$ cat src/rtl/raptor64_target_pipe_pkg.sv
// Shared definitions for the Raptor64 target-tag pipe: tag format and bypass select codes.
package raptor64_target_pipe_pkg;

    localparam int TAG_W = 9;

    typedef logic [TAG_W-1:0] tag_t;

    typedef enum logic [2:0] {
        BYP_RF = 3'd0,
        BYP_X  = 3'd1,
        BYP_M1 = 3'd2,
        BYP_M2 = 3'd3,
        BYP_W  = 3'd4,
        BYP_T  = 3'd5
    } byp_sel_e;

    // A tag names a real target only when the register number is not r0.
    function automatic logic tag_valid(input tag_t tag);
        return tag[4:0] != 5'd0;
    endfunction

endpackage

$ cat src/rtl/raptor64_bypass_sel.sv
// Per-operand bypass select: finds the youngest stage whose valid target tag equals the source tag.
module raptor64_bypass_sel
    import raptor64_target_pipe_pkg::*;
(
    input  logic [8:0] src,
    input  logic [8:0] x_rt,
    input  logic [8:0] m1_rt,
    input  logic [8:0] m2_rt,
    input  logic [8:0] w_rt,
    input  logic [8:0] t_rt,
    input  logic       x_is_load,
    input  logic       m1_is_load,
    output logic [2:0] sel,
    output logic       load_match
);

    logic [8:0] stage_tag [5];
    logic [4:0] hit;

    assign stage_tag[0] = x_rt;
    assign stage_tag[1] = m1_rt;
    assign stage_tag[2] = m2_rt;
    assign stage_tag[3] = w_rt;
    assign stage_tag[4] = t_rt;

    // Full 9-bit compare, so a tag from another context never matches.
    for (genvar gi = 0; gi < 5; gi++) begin : g_hit
        assign hit[gi] = tag_valid(stage_tag[gi]) && (stage_tag[gi] == src);
    end

    always_comb begin
        sel = BYP_RF;
        if (hit[0])      sel = BYP_X;
        else if (hit[1]) sel = BYP_M1;
        else if (hit[2]) sel = BYP_M2;
        else if (hit[3]) sel = BYP_W;
        else if (hit[4]) sel = BYP_T;
    end

    // Raw per-operand load-use match; X and M1 are the only stages whose load data is not yet back.
    assign load_match = (hit[0] && x_is_load) || (hit[1] && m1_is_load);

endmodule

$ cat src/rtl/raptor64_target_pipe.sv
// Carries the X-stage target tag through M1/M2/W/T and derives bypass selects, load-use stall and rfwr.
module raptor64_target_pipe
    import raptor64_target_pipe_pkg::*;
(
    input  logic       clk,
    input  logic       rst,
    input  logic       advanceM1,
    input  logic       advanceM2,
    input  logic       advanceW,
    input  logic [8:0] xRt,
    input  logic       xIsLoad,
    input  logic [8:0] dRa,
    input  logic [8:0] dRb,
    input  logic [8:0] dRc,
    output logic [8:0] m1Rt,
    output logic [8:0] m2Rt,
    output logic [8:0] wRt,
    output logic [8:0] tRt,
    output logic       rfwr,
    output logic [2:0] bypA,
    output logic [2:0] bypB,
    output logic [2:0] bypC,
    output logic       loadHazard
);

    logic [8:0] stage_reg [3];
    logic [8:0] stage_in  [3];
    logic [8:0] t_rt_reg;
    logic       m1_is_load_reg;
    logic [2:0] adv;
    logic [2:0] succ_adv;

    assign stage_in[0] = xRt;
    assign stage_in[1] = stage_reg[0];
    assign stage_in[2] = stage_reg[1];

    // W has no successor gate, so it bubbles on every cycle it does not load.
    assign adv      = {advanceW, advanceM2, advanceM1};
    assign succ_adv = {1'b1, advanceW, advanceM2};

    always_ff @(posedge clk) begin
        if (rst) begin
            for (int i = 0; i < 3; i++) stage_reg[i] <= '0;
            t_rt_reg       <= '0;
            m1_is_load_reg <= 1'b0;
        end else begin
            for (int i = 0; i < 3; i++) begin
                if (adv[i])           stage_reg[i] <= stage_in[i];
                else if (succ_adv[i]) stage_reg[i] <= '0;
            end
            t_rt_reg <= stage_reg[2];
            if (advanceM1)      m1_is_load_reg <= xIsLoad;
            else if (advanceM2) m1_is_load_reg <= 1'b0;
        end
    end

    assign m1Rt = stage_reg[0];
    assign m2Rt = stage_reg[1];
    assign wRt  = stage_reg[2];
    assign tRt  = t_rt_reg;
    assign rfwr = tag_valid(stage_reg[2]);

    logic [8:0]      src_tag [3];
    logic [2:0][2:0] byp_sel;
    logic [2:0]      load_match;

    assign src_tag[0] = dRa;
    assign src_tag[1] = dRb;
    assign src_tag[2] = dRc;

    for (genvar gi = 0; gi < 3; gi++) begin : g_byp
        raptor64_bypass_sel u_sel (
            .src        (src_tag[gi]),
            .x_rt       (xRt),
            .m1_rt      (stage_reg[0]),
            .m2_rt      (stage_reg[1]),
            .w_rt       (stage_reg[2]),
            .t_rt       (t_rt_reg),
            .x_is_load  (xIsLoad),
            .m1_is_load (m1_is_load_reg),
            .sel        (byp_sel[gi]),
            .load_match (load_match[gi])
        );
    end

    assign bypA       = byp_sel[0];
    assign bypB       = byp_sel[1];
    assign bypC       = byp_sel[2];
    assign loadHazard = |load_match;

endmodule

$ cat config.mk
export PLATFORM = sky130hd
export DESIGN_NAME = raptor64_target_pipe
export DESIGN_NICKNAME = d
export VERILOG_FILES = /design/src/rtl/raptor64_target_pipe_pkg.sv /design/src/rtl/raptor64_bypass_sel.sv /design/src/rtl/raptor64_target_pipe.sv
export SDC_FILE = /design/constraint.sdc
export NUM_CORES = 1
export LEC_CHECK = 0
export CORE_UTILIZATION = 51
export DETAILED_ROUTE_END_ITERATION = 6
export GPL_ROUTABILITY_DRIVEN = 0
export MAX_ROUTING_LAYER = met4
export PLACE_DENSITY = 0.85
export SLEW_MARGIN = 20
export SYNTH_ARGS = -nofsm -noshare
export SYNTH_HDL_FRONTEND = slang
export SYNTH_SLANG_ARGS = --single-unit
$ cat constraint.sdc
create_clock -name clk -period 2.8 [get_ports clk]
set_clock_uncertainty 0.2 [all_clocks]
set_input_delay 0.28 -clock clk [delete_from_list [all_inputs] [get_ports clk]]
set_output_delay 0.28 -clock clk [all_outputs]
set_load 0.02 [all_outputs]
==> results of run 1 <==
==> synth_stat cells <==
library cell    n  area share [%]
a21oi_1         4            0.64
a21oi_2         2            0.56
a41oi_1         2            0.56
and2_1         26             5.2
and2_2          1            0.24
buf_2           1            0.16
buf_6           1            0.36
clkbuf_1       29             3.5
dfxtp_1        19              12
edfxtp_1       18              17
inv_1           2            0.24
nand2_1        10             1.2
nand3_1        13             2.1
nand4_1        13             2.6
nand4_2         2            0.81
nor2_1         14             1.7
nor2_2          2            0.40
nor2b_1         9             1.8
nor3_1          3            0.48
nor3_2          3            0.97
nor3b_1         1            0.24
nor4_1         11             2.2
nor4_2          3             1.2
o211ai_1        1            0.24
o211ai_2        3             1.2
o21bai_1        1            0.24
o21bai_2        2            0.72
o31ai_1         2            0.48
or2_1           1            0.20
or3_1           3            0.60
or4_1           4            0.97
or4_4           1            0.36
xnor2_1       117              33
xor2_1         18             5.1
==> final cells by class <==
type,count,share of cell area (%)
inverters,2,0.161
repair buffers,168,31.0
clock inverters,3,0.348
clock buffers,5,1.47
well taps,75,2.01
multi-input cells,272,45.3
flip-flops and latches,37,19.7
==> per-layer routing <==
| layer | vias up | share of wire [%] |
|---|---|---|
| met5 | - | 0 |
| met3 | 46 | 7.2 |
| li1 | 1427 | - |
| met1 | 1494 | 39 |
| met4 | 0 | 4.9 |
| met2 | 183 | 49 |
==> stage by stage <==
stage / setup slack (ps) / utilization, % / instance area [µm²]
floorplan: 217 / - / 3110
global placement: -309 / 77.4 / 4560
detailed placement: -363 / 77.4 / 4560
CTS: -63.1 / 79.0 / 4650
global route: -42.1 / 79.4 / 4670
finish: 62.4 / 79.4 / 4670
==> final timing paths <==
kind	slack, ps	endpoint	start	depth (start not counted)
hold / removal	360	tRt[7]	stage_reg[2][7]	1
setup reg to reg	1580	stage_reg[1][0]	stage_reg[0][0]	1
setup / recovery	60	bypB[0]	dRb[3]	8
hold reg to reg	360	tRt[7]	stage_reg[2][7]	1
==> repair_timing <==
| action | 4_1_cts | 5_1_grt |
|---|---|---|
| buffers inserted | 0 | 0 |
| gates resized for setup | 26 | 15 |
| endpoints found under the setup margin | 10 | 10 |
==> kinds of logic after synthesis <==
family | count (synthesis) | share of synthesized area, %
xor+xnor | 135 | 38.1
simple gates | 120 | 23.4
flops | 37 | 29.6
buf+inv | 33 | 4.27
compound gates | 17 | 4.67
==> cell usage in the layout (no fill, tap or decap), drive strengths merged, types with 7 or more instances in the layout <==
cell / n
nor2b: 9
clkbuf: 8
buf: 82
xnor2: 117
nand2: 10
nor2: 16
nor4: 14
dlygate4sd2: 7
edfxtp: 18
and2: 27
nand4: 15
clkdlybuf4s50: 74
dfxtp: 19
xor2: 18
nand3: 13
==> where the power goes <==
part           leakage, nW  switching, mW  internal [mW]
sequential           0.359         0.0384          0.596
combinational         1.43          0.291          0.307
clock               0.0482          0.209          0.173
total                 1.83          0.539           1.08
==> results.rst, run 1 <==
.. list-table::
   :header-rows: 1

   * - Metric
     - Value
   * - Ratio of cells with drive above 1 in the final layout
     - 24.4%
   * - Core Region
     - about 5900 µm²
   * - Fin Setup TNS
     - 0 ps
   * - Die outline height
     - between 80 and 90 µm
   * - Area growth from synthesis to final layout
     - 50.4%
   * - CTS tree
     - done
   * - Slowest cell on crit path
     - clkdlybuf4s50_1
   * - Cell-by-cell listing of the critical path
     - clkdlybuf4s50_1 > buf_4 > xnor2_1 > nand4_1 > nor3_4 > buf_4 > o21bai_2 > dlygate4sd2_1
   * - Area of the multi-input gates
     - between 2000 and 2500 µm²
   * - Pwr/cell area
     - 345 nW/µm²
   * - Syn_nets
     - 384
   * - M3 GR Usage
     - roughly 5.2%
   * - Dpl hpwl
     - 8470 µm
   * - Via count of the first global-routing pass
     - around 3300
   * - Worst setup EP type
     - primary output
   * - Initial antenna violation count
     - 0
   * - Final number of hold-violating endpoints
     - 0
   * - Aggregate global routing overflow
     - 0
   * - Routed wirelength normalized by instance count
     - about 19 µm
   * - Total number of placement rows
     - 28
   * - Clock buffer count from CTS
     - 5
   * - Delay-heaviest family, CP
     - buffers and inverters
   * - Clk_lat worst skew
     - ~290 ps
   * - Placed cells
     - 554
   * - Global Route met2 Usage
     - about 60%
   * - Count of hold buffers inserted by post-cts repair
     - 0
   * - Number of top-level pins
     - between 80 and 90
   * - Distinct cell type count of the synthesized netlist
     - 34
   * - IO buf count
     - 88
   * - Met1 routing resource usage after global routing
     - 41.7%
   * - Peak ir drop on the vdd network
     - between 0.0002 and 0.00025 V
   * - Slowest cell delay on critical path
     - between 600 and 700 ps
   * - Synth Warn #
     - 0
   * - Maximum fanout encountered on the critical timing path
     - 4
   * - Max reg flops
     - 27
   * - CTS Root Buffer Type
     - clkbuf_8
   * - Post-layout net count
     - approximately 530
   * - Total Die Area
     - 6410 µm²
   * - Peak clock frequency supported by timing
     - around 0.37 GHz
   * - Worst path required time
     - about 2300 ps
   * - Synth Instances
     - approximately 340
   * - Worst-Margin Slew
     - 581 ps
   * - Worst setup SP type
     - input pin
   * - Wire length of the first global-routing pass
     - 16300 µm
   * - Sum of routed wire length over all layers
     - about 11000 µm
   * - Setup-failing EPs final
     - 0
   * - Number of antenna cells inserted
     - 0
   * - Via count normalized by instance count
     - around 5.6
   * - Final critical delay including setup and external delays
     - about 2700 ps
   * - Sink Count
     - 37
   * - Relative slew slack
     - roughly three fifths
   * - Fill cells
     - around 380
   * - Sequential Area
     - 921 µm²
   * - Total DRC errors in the routed layout
     - 0
   * - Critical path buffers and inverters
     - 4
   * - Tot Pwr
     - approximately 1.6 mW
   * - Yosys reg bits
     - 37
   * - Netlist area before placement
     - 3110 µm²
   * - Max cap viols
     - 0
   * - Number of pins with negative max-slew slack in the final report
     - 0
   * - Arrival time reported for the critical path endpoint
     - 2260 ps
   * - Via Count
     - ~3200
   * - Share of the cycle needed by the critical path after routing
     - around 98%
   * - Leakage power figure
     - 1.83 nW
   * - Run status
     - completed
   * - Global routing's busiest layer
     - met2
   * - Setup CP Type
     - in -> out
   * - Bufs on Longest Clock Path
     - 2
   * - Final worst hold slack
     - around 360 ps
   * - Number of design-rule violations left by the first detailed-router iteration
     - around 260
   * - Critical Path Most Common Cell
     - buf_4
   * - Clock transition at the registers of the reported paths
     - roughly 80 ps
   * - Initial core utilization
     - 52.8%
   * - Antenna viol nets, final
     - 0
   * - Post-synthesis area per instance
     - roughly 9 µm²
   * - Total GRT Usage
     - about a third
   * - Final non-filler cell total
     - 562
   * - Sequential element share of the synthesized area
     - 29.6%
   * - Pin count of the biggest net entering global routing
     - 13
   * - Length of the first detailed-routing pass in iterations
     - 6
   * - Number of H-tree levels
     - 2
   * - Hold WC Path Type
     - reg -> reg
   * - Width of the die
     - 80.1 µm
Power figures use the tool's default switching activity.
==> run 2, diff against run 1 <==
Settings changed: PLACE_DENSITY 0.85 to unset, PLACE_DENSITY_LB_ADDON set to 0.15, SKIP_CTS_REPAIR_TIMING set to 1.
==> run 2 against run 1 <==
Net effect: the run now ends with setup timing left; cell count down 0.36%; utilization increased by 0.21 points; design area rose by 0.27%; flip-flop and latch count is the same; total power barely moved; clock power rose by 2%; via count decreased by 4.5%.
==> results.rst, run 2 (synthesis results as in run 1) <==
.. list-table::
   :header-rows: 1

   * - Metric
     - Value
   * - Relative slew slack
     - ~65%
   * - Routed wirelength normalized by instance count
     - about 18 µm
   * - Seq pwr share
     - between 30% and 40%
   * - Clock network fraction of design power
     - 24.2%
   * - Initial antenna violation count
     - 0
   * - Max cap viols
     - 0
   * - Violations in the final reports
     - setup timing
   * - Worst-Margin Slew
     - 525 ps
   * - Clock transition at the registers of the reported paths
     - 70 ps
   * - Leakage power figure
     - between 1.5 and 2 nW
   * - Switching power of the nets
     - 0.508 mW
   * - Area growth from synthesis to final layout
     - 50.8%
   * - Total number of placement rows
     - 28
   * - CTS tree
     - done
   * - Peak ir drop on the vdd network
     - ~0.00031 V
   * - Sum of routed wire length over all layers
     - 10200 µm
   * - Reg2Reg Depth
     - 1
   * - Antenna viol nets, final
     - 0
   * - Pin count of the biggest net entering global routing
     - 12
   * - CTS Root Buffer Type
     - clkbuf_8
   * - Final number of hold-violating endpoints
     - 0
   * - Sink Count
     - 37
   * - Total DRC errors in the routed layout
     - 0
   * - Via count normalized by instance count
     - 5.37
   * - Width of the die
     - about 80 µm
   * - Clock buffer count from CTS
     - 5
   * - Critical hold path startpoint
     - xRt[0]
   * - Core Region
     - 5890 µm²
   * - Worst setup SP type
     - input pin
   * - Length of the first detailed-routing pass in iterations
     - 4
   * - Number of antenna cells inserted
     - 0
   * - Hold WC Path Type
     - in -> reg
   * - Setup-failing EPs final
     - 1
   * - RSZ-0062 raised after global routing
     - true
   * - Maximum fanout encountered on the critical timing path
     - 3
   * - Run status
     - finished, violations left
   * - IO buf count
     - between 80 and 90
   * - Total GRT Usage
     - 33.6%
   * - Most common library cell in the layout ignoring fill and taps
     - xnor2_1
   * - Bufs on Longest Clock Path
     - 2
   * - Wire length of the first global-routing pass
     - around 15000 µm
   * - Dpl hpwl
     - between 8000 and 9000 µm
   * - Number of H-tree levels
     - 2
   * - Arrival time reported for the critical path endpoint
     - 2610 ps
   * - Max reg flops
     - 27
   * - Pwr/cell area
     - around 340 nW/µm²
   * - Tot Pwr
     - ~1.6 mW
   * - Utilization of the core after routing
     - 79.6%
   * - FF-to-FF Start
     - stage_reg[0][0]
   * - Die outline height
     - 80.1 µm
   * - Switching power share of the total
     - between 30% and 40%
   * - Number of pins with negative max-slew slack in the final report
     - 0
   * - Worst setup EP type
     - primary output
   * - Via count of the first global-routing pass
     - about 3000
   * - Total Die Area
     - about 6400 µm²
   * - Number of top-level pins
     - 89
   * - Internal power contribution
     - 1.10 mW
   * - Clk_lat worst skew
     - around 290 ps
   * - Share of the cycle needed by the critical path after routing
     - 110%
   * - Reg2reg end
     - stage_reg[1][0]
   * - Via Count
     - about 3000
   * - Post-layout net count
     - ~530
   * - Final critical delay including setup and external delays
     - slightly above 3000 ps
   * - Relative contribution of combinational cells to total power
     - a little over a third
   * - Hold-critical path depth
     - 2
   * - Ratio of cells with drive above 1 in the final layout
     - between 20% and 30%
   * - Setup CP Type
     - in -> out
   * - Final critical-path setup slack
     - -285 ps
   * - Worst hold path endpoint
     - stage_reg[0][0]
   * - Most used cells in the layout excluding fill and tap cells
     - xnor2_1, buf_4, clkdlybuf4s50_1
   * - Worst path required time
     - ~2300 ps
   * - Aggregate global routing overflow
     - 0
   * - Initial core utilization
     - between 50 and 60%
   * - Peak clock frequency supported by timing
     - approximately 0.32 GHz
   * - Setup slack of the most critical reg-to-reg path
     - around 1600 ps
   * - Number of design-rule violations left by the first detailed-router iteration
     - 160
## run 2: cell types whose count changed in the layout (fill, tap and decap cells not counted), sizes merged
cell	previous run	this run
inv	3	2
clkdlybuf4s50	74	76
clkbuf	8	10
clkdlybuf4s15	1	0
dlymetal6s2s	1	8
clkinv	2	0
buf	82	80
dlygate4sd2	7	0
## run 2: per-layer routing
metal | vias up | routed length, µm | global-route usage, %
met5 | - | 0 | -
li1 | 1431 | - | -
met1 | 1395 | 4100 | 40.7
met4 | 0 | 433 | 18.4
met3 | 39 | 751 | 5.34
met2 | 142 | 4870 | 53.8
## run 2: cell type report
| cell class | count | area (µm²) |
|---|---|---|
| well taps | 75 | 93.8 |
| fillers | 382 | 1200 |
| multi-input cells | 272 | 2110 |
| inverters | 2 | 7.51 |
| clock buffers | 8 | 90.1 |
| flip-flops and latches | 37 | 921 |
| repair buffers | 166 | 1470 |
## run 2: worst max-delay path by stage
stage | depth (start not counted) | to | slack [ps] | startpoint
2_1_floorplan | 4 | bypB[2] | 220 | stage_reg[0][1]
3_3_place_gp | 8 | bypA[2] | -270 | xRt[1]
3_5_place_dp | 8 | bypA[2] | -330 | xRt[1]
4_1_cts | 9 | bypC[0] | -350 | dRc[6]
5_1_grt | 6 | loadHazard | -410 | stage_reg[0][1]
6_report | 8 | loadHazard | -290 | xRt[1]
## run 2: metrics by stage
stage / TNS, ps / setup slack [ps] / hold slack, ps / cells / area, µm²
after global routing: -412 / -410 / 353 / 560 / 4690
after CTS: -2910 / -354 / 369 / 560 / 4630
after floorplan: 0 / 217 / 221 / 342 / 3110
after global placement: -2110 / -274 / 349 / 552 / 4540
after detailed placement: -2320 / -331 / 363 / 552 / 4540
final: -285 / -285 / 344 / 560 / 4690
## run 2: power by group through the flow
stage | Combinational (mW) | Clock (mW) | Sequential [mW]
after floorplan | 0.278 | 0 | 0.678
after global placement | 0.558 | 0 | 0.645
after detailed placement | 0.568 | 0 | 0.646
after CTS | 0.573 | 0.395 | 0.634
after global routing | 0.621 | 0.413 | 0.638
final | 0.587 | 0.390 | 0.635
## run 2: worst max-delay path, cell delays in order
cell and delay [ps]:
clkdlybuf4s50_1 420, or4_4 550, nor2_4 160, nor4_1 80, buf_4 160, o31ai_1 290
nand2_1 120, clkdlybuf4s50_1 550
